===== config.mk =====
export PLATFORM = sky130hd
export DESIGN_NAME = bus_arbiter
export DESIGN_NICKNAME = d
export VERILOG_FILES = /design/src/rtl/bus_arb_pkg.sv /design/src/rtl/bus_arb_timeout.sv /design/src/rtl/bus_arbiter.sv
export SDC_FILE = /design/constraint.sdc
export NUM_CORES = 1
export LEC_CHECK = 0
export BUFFER_PORTS_ARGS = -buffer_cell sky130_fd_sc_hd__buf_2
export CAP_MARGIN = 20
export CORE_AREA = 2 2 125 127
export DETAILED_ROUTE_END_ITERATION = 8
export DIE_AREA = 0 0 127 129
export GPL_TIMING_DRIVEN = 0
export MAX_ROUTING_LAYER = met4
export PLACE_DENSITY = 0.48
export SLEW_MARGIN = 10
export SYNTH_ARGS = -nofsm -noshare
export SYNTH_HDL_FRONTEND = slang
export SYNTH_SLANG_ARGS = --single-unit

===== constraint.sdc =====
create_clock -name clk -period 3.56 [get_ports clk]
set_input_delay 0.178 -clock clk [delete_from_list [all_inputs] [get_ports clk]]
set_output_delay 0.178 -clock clk [all_outputs]
set_load 0.005 [all_outputs]

===== src/rtl/bus_arb_pkg.sv =====
// Shared definitions for the two-master bus arbiter.
//   arb_state_e : arbiter FSM states (IDLE, GNT0, GNT1)
//   M_INSTR     : index of the instruction master (m0)
//   M_DATA      : index of the data master (m1)
package bus_arb_pkg;

  typedef enum logic [1:0] {
    IDLE = 2'd0,
    GNT0 = 2'd1,
    GNT1 = 2'd2
  } arb_state_e;

  localparam logic M_INSTR = 1'b0;
  localparam logic M_DATA  = 1'b1;

endpackage


===== src/rtl/bus_arb_timeout.sv =====
// Stall watchdog for the granted master's bus cycle.
// Counts cycles where the strobe is up and the slave has neither acked nor
// errored. When the count reaches TIMEOUT_CYCLES, hit_o is high for one
// cycle and the counter restarts.
// Ports:
//   clk, rst : clock, asynchronous active-high reset
//   stb_i    : strobe of the granted master (before any forcing)
//   ack_i    : slave acknowledge
//   err_i    : slave error
//   clr_i    : grant is changing this cycle
//   hit_o    : stall limit reached (combinational from the count)
module bus_arb_timeout #(
  parameter int TIMEOUT_CYCLES = 255
) (
  input  logic clk,
  input  logic rst,
  input  logic stb_i,
  input  logic ack_i,
  input  logic err_i,
  input  logic clr_i,
  output logic hit_o
);

  localparam int CW = $clog2(TIMEOUT_CYCLES + 1);

  logic [CW-1:0] cnt_q, cnt_d;

  assign hit_o = (cnt_q == CW'(TIMEOUT_CYCLES));

  always_comb begin
    cnt_d = cnt_q;
    if (clr_i || hit_o || ack_i || err_i) cnt_d = '0;
    else if (stb_i)                       cnt_d = cnt_q + 1'b1;
  end

  always_ff @(posedge clk or posedge rst) begin
    if (rst) cnt_q <= '0;
    else     cnt_q <= cnt_d;
  end

endmodule


===== src/rtl/bus_arbiter.sv =====
// Two-master, one-slave bus arbiter with locked (non-preemptive) grants.
// m0 is the instruction port, m1 the data port. Ties from IDLE go to the
// master that did not win last time; after reset m0 wins the first tie.
// While a master is granted, the slave-side outputs are combinational copies
// of that master's inputs and the slave response is steered back to it only.
// Optional feature macro: BUS_ARBITER_TIMEOUT_EN -- adds a stall watchdog that
// pulses the granted master's err_o and suppresses s_stb_o for one cycle when
// the slave stalls for TIMEOUT_CYCLES cycles.
// Ports:
//   clk, rst                     : clock, asynchronous active-high reset
//   m{0,1}_cyc/stb/we/adr/dat/sel_i : master requests
//   m{0,1}_dat/ack/err_o         : responses to masters
//   s_cyc/stb/we/adr/dat/sel_o   : shared slave request
//   s_dat/ack/err_i              : slave response
module bus_arbiter
  import bus_arb_pkg::*;
#(
  parameter int XLEN           = 32,
  parameter int TIMEOUT_CYCLES = 255
) (
  input  logic              clk,
  input  logic              rst,
  input  logic              m0_cyc_i,
  input  logic              m0_stb_i,
  input  logic              m0_we_i,
  input  logic [XLEN-1:0]   m0_adr_i,
  input  logic [XLEN-1:0]   m0_dat_i,
  input  logic [XLEN/8-1:0] m0_sel_i,
  output logic [XLEN-1:0]   m0_dat_o,
  output logic              m0_ack_o,
  output logic              m0_err_o,
  input  logic              m1_cyc_i,
  input  logic              m1_stb_i,
  input  logic              m1_we_i,
  input  logic [XLEN-1:0]   m1_adr_i,
  input  logic [XLEN-1:0]   m1_dat_i,
  input  logic [XLEN/8-1:0] m1_sel_i,
  output logic [XLEN-1:0]   m1_dat_o,
  output logic              m1_ack_o,
  output logic              m1_err_o,
  output logic              s_cyc_o,
  output logic              s_stb_o,
  output logic              s_we_o,
  output logic [XLEN-1:0]   s_adr_o,
  output logic [XLEN-1:0]   s_dat_o,
  output logic [XLEN/8-1:0] s_sel_o,
  input  logic [XLEN-1:0]   s_dat_i,
  input  logic              s_ack_i,
  input  logic              s_err_i
);

  arb_state_e state_q, state_d;
  logic       last_grant_q, last_grant_d;
  logic       gnt_stb;
  logic       timeout_hit;

  // Next-state: grants are held while cyc stays high; on release the other
  // master is handed the bus directly if it is already waiting.
  always_comb begin
    state_d      = state_q;
    last_grant_d = last_grant_q;
    case (state_q)
      IDLE: begin
        if (m0_cyc_i && m1_cyc_i) begin
          if (last_grant_q == M_DATA) begin
            state_d = GNT0; last_grant_d = M_INSTR;
          end else begin
            state_d = GNT1; last_grant_d = M_DATA;
          end
        end else if (m0_cyc_i) begin
          state_d = GNT0; last_grant_d = M_INSTR;
        end else if (m1_cyc_i) begin
          state_d = GNT1; last_grant_d = M_DATA;
        end
      end
      GNT0: begin
        if (!m0_cyc_i) begin
          if (m1_cyc_i) begin
            state_d = GNT1; last_grant_d = M_DATA;
          end else begin
            state_d = IDLE;
          end
        end
      end
      GNT1: begin
        if (!m1_cyc_i) begin
          if (m0_cyc_i) begin
            state_d = GNT0; last_grant_d = M_INSTR;
          end else begin
            state_d = IDLE;
          end
        end
      end
      default: state_d = IDLE;
    endcase
  end

  always_ff @(posedge clk or posedge rst) begin
    if (rst) begin
      state_q      <= IDLE;
      last_grant_q <= M_DATA;
    end else begin
      state_q      <= state_d;
      last_grant_q <= last_grant_d;
    end
  end

  assign gnt_stb = ((state_q == GNT0) && m0_stb_i) ||
                   ((state_q == GNT1) && m1_stb_i);

`ifdef BUS_ARBITER_TIMEOUT_EN
  bus_arb_timeout #(
    .TIMEOUT_CYCLES (TIMEOUT_CYCLES)
  ) u_timeout (
    .clk   (clk),
    .rst   (rst),
    .stb_i (gnt_stb),
    .ack_i (s_ack_i),
    .err_i (s_err_i),
    .clr_i (state_d != state_q),
    .hit_o (timeout_hit)
  );
`else
  // No watchdog in this build; the stall limit has no effect.
  assign timeout_hit = 1'b0 && (TIMEOUT_CYCLES == 0);
`endif

  // Output steering: everything is decoded from the registered state, so an
  // asynchronous reset drops the bus in the same cycle.
  always_comb begin
    s_cyc_o  = 1'b0;
    s_stb_o  = 1'b0;
    s_we_o   = 1'b0;
    s_adr_o  = '0;
    s_dat_o  = '0;
    s_sel_o  = '0;
    m0_dat_o = '0;
    m0_ack_o = 1'b0;
    m0_err_o = 1'b0;
    m1_dat_o = '0;
    m1_ack_o = 1'b0;
    m1_err_o = 1'b0;
    case (state_q)
      GNT0: begin
        s_cyc_o  = m0_cyc_i;
        s_stb_o  = gnt_stb && !timeout_hit;
        s_we_o   = m0_we_i;
        s_adr_o  = m0_adr_i;
        s_dat_o  = m0_dat_i;
        s_sel_o  = m0_sel_i;
        m0_dat_o = s_dat_i;
        m0_ack_o = s_ack_i;
        m0_err_o = s_err_i || timeout_hit;
      end
      GNT1: begin
        s_cyc_o  = m1_cyc_i;
        s_stb_o  = gnt_stb && !timeout_hit;
        s_we_o   = m1_we_i;
        s_adr_o  = m1_adr_i;
        s_dat_o  = m1_dat_i;
        s_sel_o  = m1_sel_i;
        m1_dat_o = s_dat_i;
        m1_ack_o = s_ack_i;
        m1_err_o = s_err_i || timeout_hit;
      end
      default: ;
    endcase
  end

endmodule


# --- Word level (Yosys, flattened, before mapping) ---
# Index checks and enable logic that the tools add are counted.
totals:
  register_bits: 3
  output_inout_bits: 139
  input_bits: 178
  wordCells: 46
op_classes:
  mux: 29
  n_reduce_logical: 9
  n_eq_ne: 6
ops:
  columns: ["operator", "count"]
  rows:
  - ["$pmux W32 S2", 2]
  - ["$mux W32", 2]
  - ["$mux W2", 7]
  - ["$mux W1", 13]
  - ["$pmux W4 S2", 1]
  - ["$ne A2 B2 Y1 const B", 3]
  - ["$pmux W2 S3", 1]
  - ["$ne A4 B4 Y1 const B", 1]
  - ["$pmux W1 S2", 2]
  - ["$reduce_and A4 Y1", 1]
  - ["$logic_and A1 B1 Y1", 3]
  - ["$pmux W1 S3", 1]
  - ["$reduce_and A3 Y1", 1]
  - ["$reduce_bool A3 Y1", 1]
  - ["$eq A2 B1 Y1 const B", 1]
  - ["$eq A2 B2 Y1 const B", 1]
  - ["$logic_not A2 Y1", 1]
  - ["$reduce_or A2 Y1", 1]
  - ["$logic_or A1 B1 Y1", 1]

# --- Logic depth before layout (Yosys ltp) ---
logic_depth:
  depth_word: 4
  ltp_mapped: 7
  ltp_nobuf: 5

# --- Least setup slack after synthesis ---
# No wires, ideal clock.
synth_path:
  kind: "register to output"
  from: "register state_q[0]"
  to: "output port s_adr_o[0]"
  arrival_ps: 1314
  path_slack_ps: 2068
  t_required_ps: 3382
  n_path_buf: 2
  stages_incl_launch_ff: 6
  cell_sequence: "dfrtp_1 inv_1 ha_1 clkbuf_1 clkbuf_1 nor2b_1"
synth_between:
  elab_chain_len: 2
  elab_cells_between_ends: 3
  classes_between: "eq/ne (2); mux (1)"
synth_rtl:
  columns: ["item", "line_no", "text"]
  rows:
  - ["start, declared", "bus_arbiter.sv:52", "arb_state_e state_q, state_d;"]
  - ["start signal, assigned", "bus_arbiter.sv:103", "state_q <= state_d;"]
  - ["$eq A2 B2 Y1 or $eq A2 B1 Y1 (tied branches)", "bus_arbiter.sv:143", "case (state_q)"]
  - ["$pmux W32 S2 (*)", "bus_arbiter.sv:143", null]
  - ["end, declared", "bus_arbiter.sv:44", "output logic [XLEN-1:0] s_adr_o,"]
# Every way passes the cells marked *; elsewhere a longest branch is shown, timed or not.

# --- Worst setup path after layout ---
layout_path:
  from: "register state_q[0]"
  to: "output port s_sel_o[0]"
layout_between:
  elab_chain_len: 2
  elab_cells_between_ends: 3
  classes_between: "eq/ne (2); mux (1)"
layout_rtl:
  columns: ["item", "line_no", "text"]
  rows:
  - ["$eq A2 B2 Y1 or $eq A2 B1 Y1 (tied branches)", "bus_arbiter.sv:143", null]
  - ["$pmux W4 S2 (*)", "bus_arbiter.sv:143", null]
  - ["end, declared", "bus_arbiter.sv:46", "output logic [XLEN/8-1:0] s_sel_o,"]
# Marks and branches as above.

==> flow_summary.yaml <==
run_status:
  status: "finished, final reports clean"
layout:
  fin_nets: 777
  diodes: 0
  layout-drive-gt1-share_pct: 55.0
  area_delta_synth_final_pct: 105
  finalNonFillerCells: 781
  fillers: 1687
critical_path:
  crit_chain: "inv_1, ha_1, clkbuf_1, clkbuf_1, nor2b_1, buf_2"
  cpPeakStageDelay_ns: 0.46
  startpoint_type: "flop"
  cp_slowest_cell: "clkbuf_1"
  startpoint: "state_q[0]"
  arrival_ns: 2.23
  critical_path_class: "flop to output port"
  cp.required_ns: 3.38
  crit_path_end_kind: "output port"
  path_max_fanout: 10
  r2r_start: "state_q[0]"
  path_common_cell: "clkbuf_1"
clock_network:
  tritoncts: "yes"
  h-tree-depth: 1
  cts_hold_buffers: 1
  cts_root_buf: "clkbuf_16"
  cts_buffers: 3
  clockBufferDepth: 2
  clkSinkCount: 3
  cts_resized: 0
  clk-insertion-delay-late_ns: 0.22
  clk_pin_slew_ns: 0.03
  cts_setup_buffers: 0
synth:
  synth_mux_area_share_pct: 0.551
  synth_simple_gate_area_share_pct: 50.5
  ys_ff_latch: 3
  synth_nets: 455
  synth_compound_area_share_pct: 33.0
  syn-cell-area_um2: 1820
  ys_seq_area_share_pct: 4.20
  synth_warnings: 0
  synth-adder-area-share_pct: 3.44
  synth.distinct_cells: 19
  synth_xor_area_share_pct: 0
  synth_top_family_by_area: "simple AND/OR/NAND/NOR gates"
  syn_inst: 272
  syn_avg_cell_area_um2: 6.68
floorplan:
  dieArea_um2: 16400
  die_h_um: 129
  fp.coreArea_um2: 15000
  initial_utilization_pct: 12.1
  dieWidth_um: 127
  rows: 45
  ios: 317
flow_run:
  maxCapViolations: 0
route:
  vias: 3193
  final_antenna_net_count: 0
  drc: 0
  drtIter0Drc: 86
  viasPerCell: 4.09
  first_pass_iters: 4
  wl_um: 10200
  wl_per_cell_um: 13.1
sta:
  fin_crit_sh_pct: 67.7
  rsz0062_at_grt: "no"
  max_slew_margin_pct: 60.0
  hold_viol_final: 0
  period_minus_slack_ns: 2.41
  fin_tns_setup_ns: 0
  skew_ns: 0.000899
  tightest_slew_ns: 0.600
  slew_viol_final: 0
  fmax_mhz: 415
  setup_viol: 0
worst_hold_path:
  holdCritPathClass: "input pin to flop"
  min-delay-start: "m1_cyc_i"
placed_design:
  dp_hpwl_um: 8640
  portBuffers: 316
  dp_cells: 776
  gp_congestion: 0.771
grt:
  grt_pass1_vias: 2795
  grt_max_degree: 11
  antenna_found_initial: 0
  grt_overflow: 0
  grtUsageTotal_pct: 11.1
  grt_pass1_wl_um: 14300
pwr:
  ir_drop_v: 0.000134
  powerDensity_nw_per_um2: 558
  power.leakage_nw: 2.07
  total_power_mw: 2.08
==> power by group <==
group	total, mW	internal [mW]	switching, mW
combinational	1.83	0.887	0.944
clock	0.177	0.148	0.0293
sequential	0.0703	0.0546	0.0158
total	2.08	1.09	0.989
==> per-layer routing <==
metal / GRT usage (%) / part of all wire (%)
met4: 1.36 / 0.72
met3: 1.70 / 7.5
met1: 13.3 / 41
met2: 20.3 / 51
met5: - / 0
==> synth_stat cells <==
master | n | area, µm²
buf_2 | 3 | 15.0
ha_1 | 5 | 62.6
a221oi_2 | 1 | 15.0
and2_1 | 68 | 425
buf_6 | 2 | 22.5
nor2b_1 | 72 | 450
a21oi_1 | 4 | 20.0
clkbuf_1 | 26 | 97.6
o32a_1 | 1 | 10.0
inv_1 | 3 | 11.3
buf_1 | 1 | 3.75
mux2i_1 | 1 | 10.0
nand2b_1 | 5 | 31.3
o2bb2ai_1 | 2 | 17.5
o21ai_0 | 1 | 5.00
dfstp_2 | 1 | 26.3
dfrtp_1 | 2 | 50.1
nand2_1 | 3 | 11.3
a22oi_1 | 71 | 533
==> through the flow <==
stage                     utilization, %  hold slack (ns)  instance area (µm²)  setup WS (ns)
after floorplan                        -          -0.0691                 1820           2.07
after global placement              24.3           0.0643                 3630           1.30
after detailed placement            24.3           0.0672                 3630           1.29
after CTS                           24.9            0.284                 3720           1.06
after global routing                24.9            0.297                 3720           1.00
final                               24.9            0.283                 3720           1.15
==> registers in the layout (all words and copies together), names as in the netlist <==
signal and flops:
last_grant_q 1, state_q 2
==> cell families after synthesis <==
family / count (synthesis)
DFF: 3
adders and majority gates: 5
and+or+nand+nor: 148
buffers and inverters: 35
muxes: 1
AOI/OAI and AO/OA: 80
==> cell usage in the layout (no fill, tap or decap) <==
cell,n
buf_2,319
a22oi_1,71
nand2_1,3
clkbuf_1,27
nand2b_1,5
o2bb2ai_1,2
a221oi_2,1
mux2i_1,1
dlygate4sd3_1,1
nor2b_1,72
dfstp_2,1
and2_1,68
buf_1,1
o21ai_0,1
inv_1,3
buf_6,2
a21oi_1,4
dfrtp_1,2
o32a_1,1
ha_1,5
clkbuf_16,3
==> worst max-delay path: cells and delay by family (launching register included) <==
| kind | cells | cell delay [ns] |
|---|---|---|
| adder cells (fa/ha/maj) | 1 | 0.27 |
| flip-flops | 1 | 0.38 |
| AND/OR/NAND/NOR | 1 | 0.29 |
| buffers and inverters | 4 | 1.05 |
==> cell type report <==
class | instances | area [µm²] | share of cell area, %
multi-input combinational | 234 | 1590 | 42.7
timing repair buffer | 317 | 1590 | 42.7
tap | 188 | 235 | 6.32
buffer | 32 | 139 | 3.73
clock buffer | 4 | 78.8 | 2.12
sequential | 3 | 76.3 | 2.05
inverter | 3 | 11.3 | 0.302
==> final timing paths <==
path,cells past startpoint,slack [ns],endpoint
worst min-delay path,3,0.28,state_q[1]
min in group asynchronous,3,0.38,state_q[1]
worst min register to register,1,0.53,last_grant_q
worst max register to register,7,1.77,state_q[0]
max in group asynchronous,3,2.97,last_grant_q
worst max-delay path,6,1.15,s_sel_o[0]
Note: power is estimated with default switching activity, not from simulation.
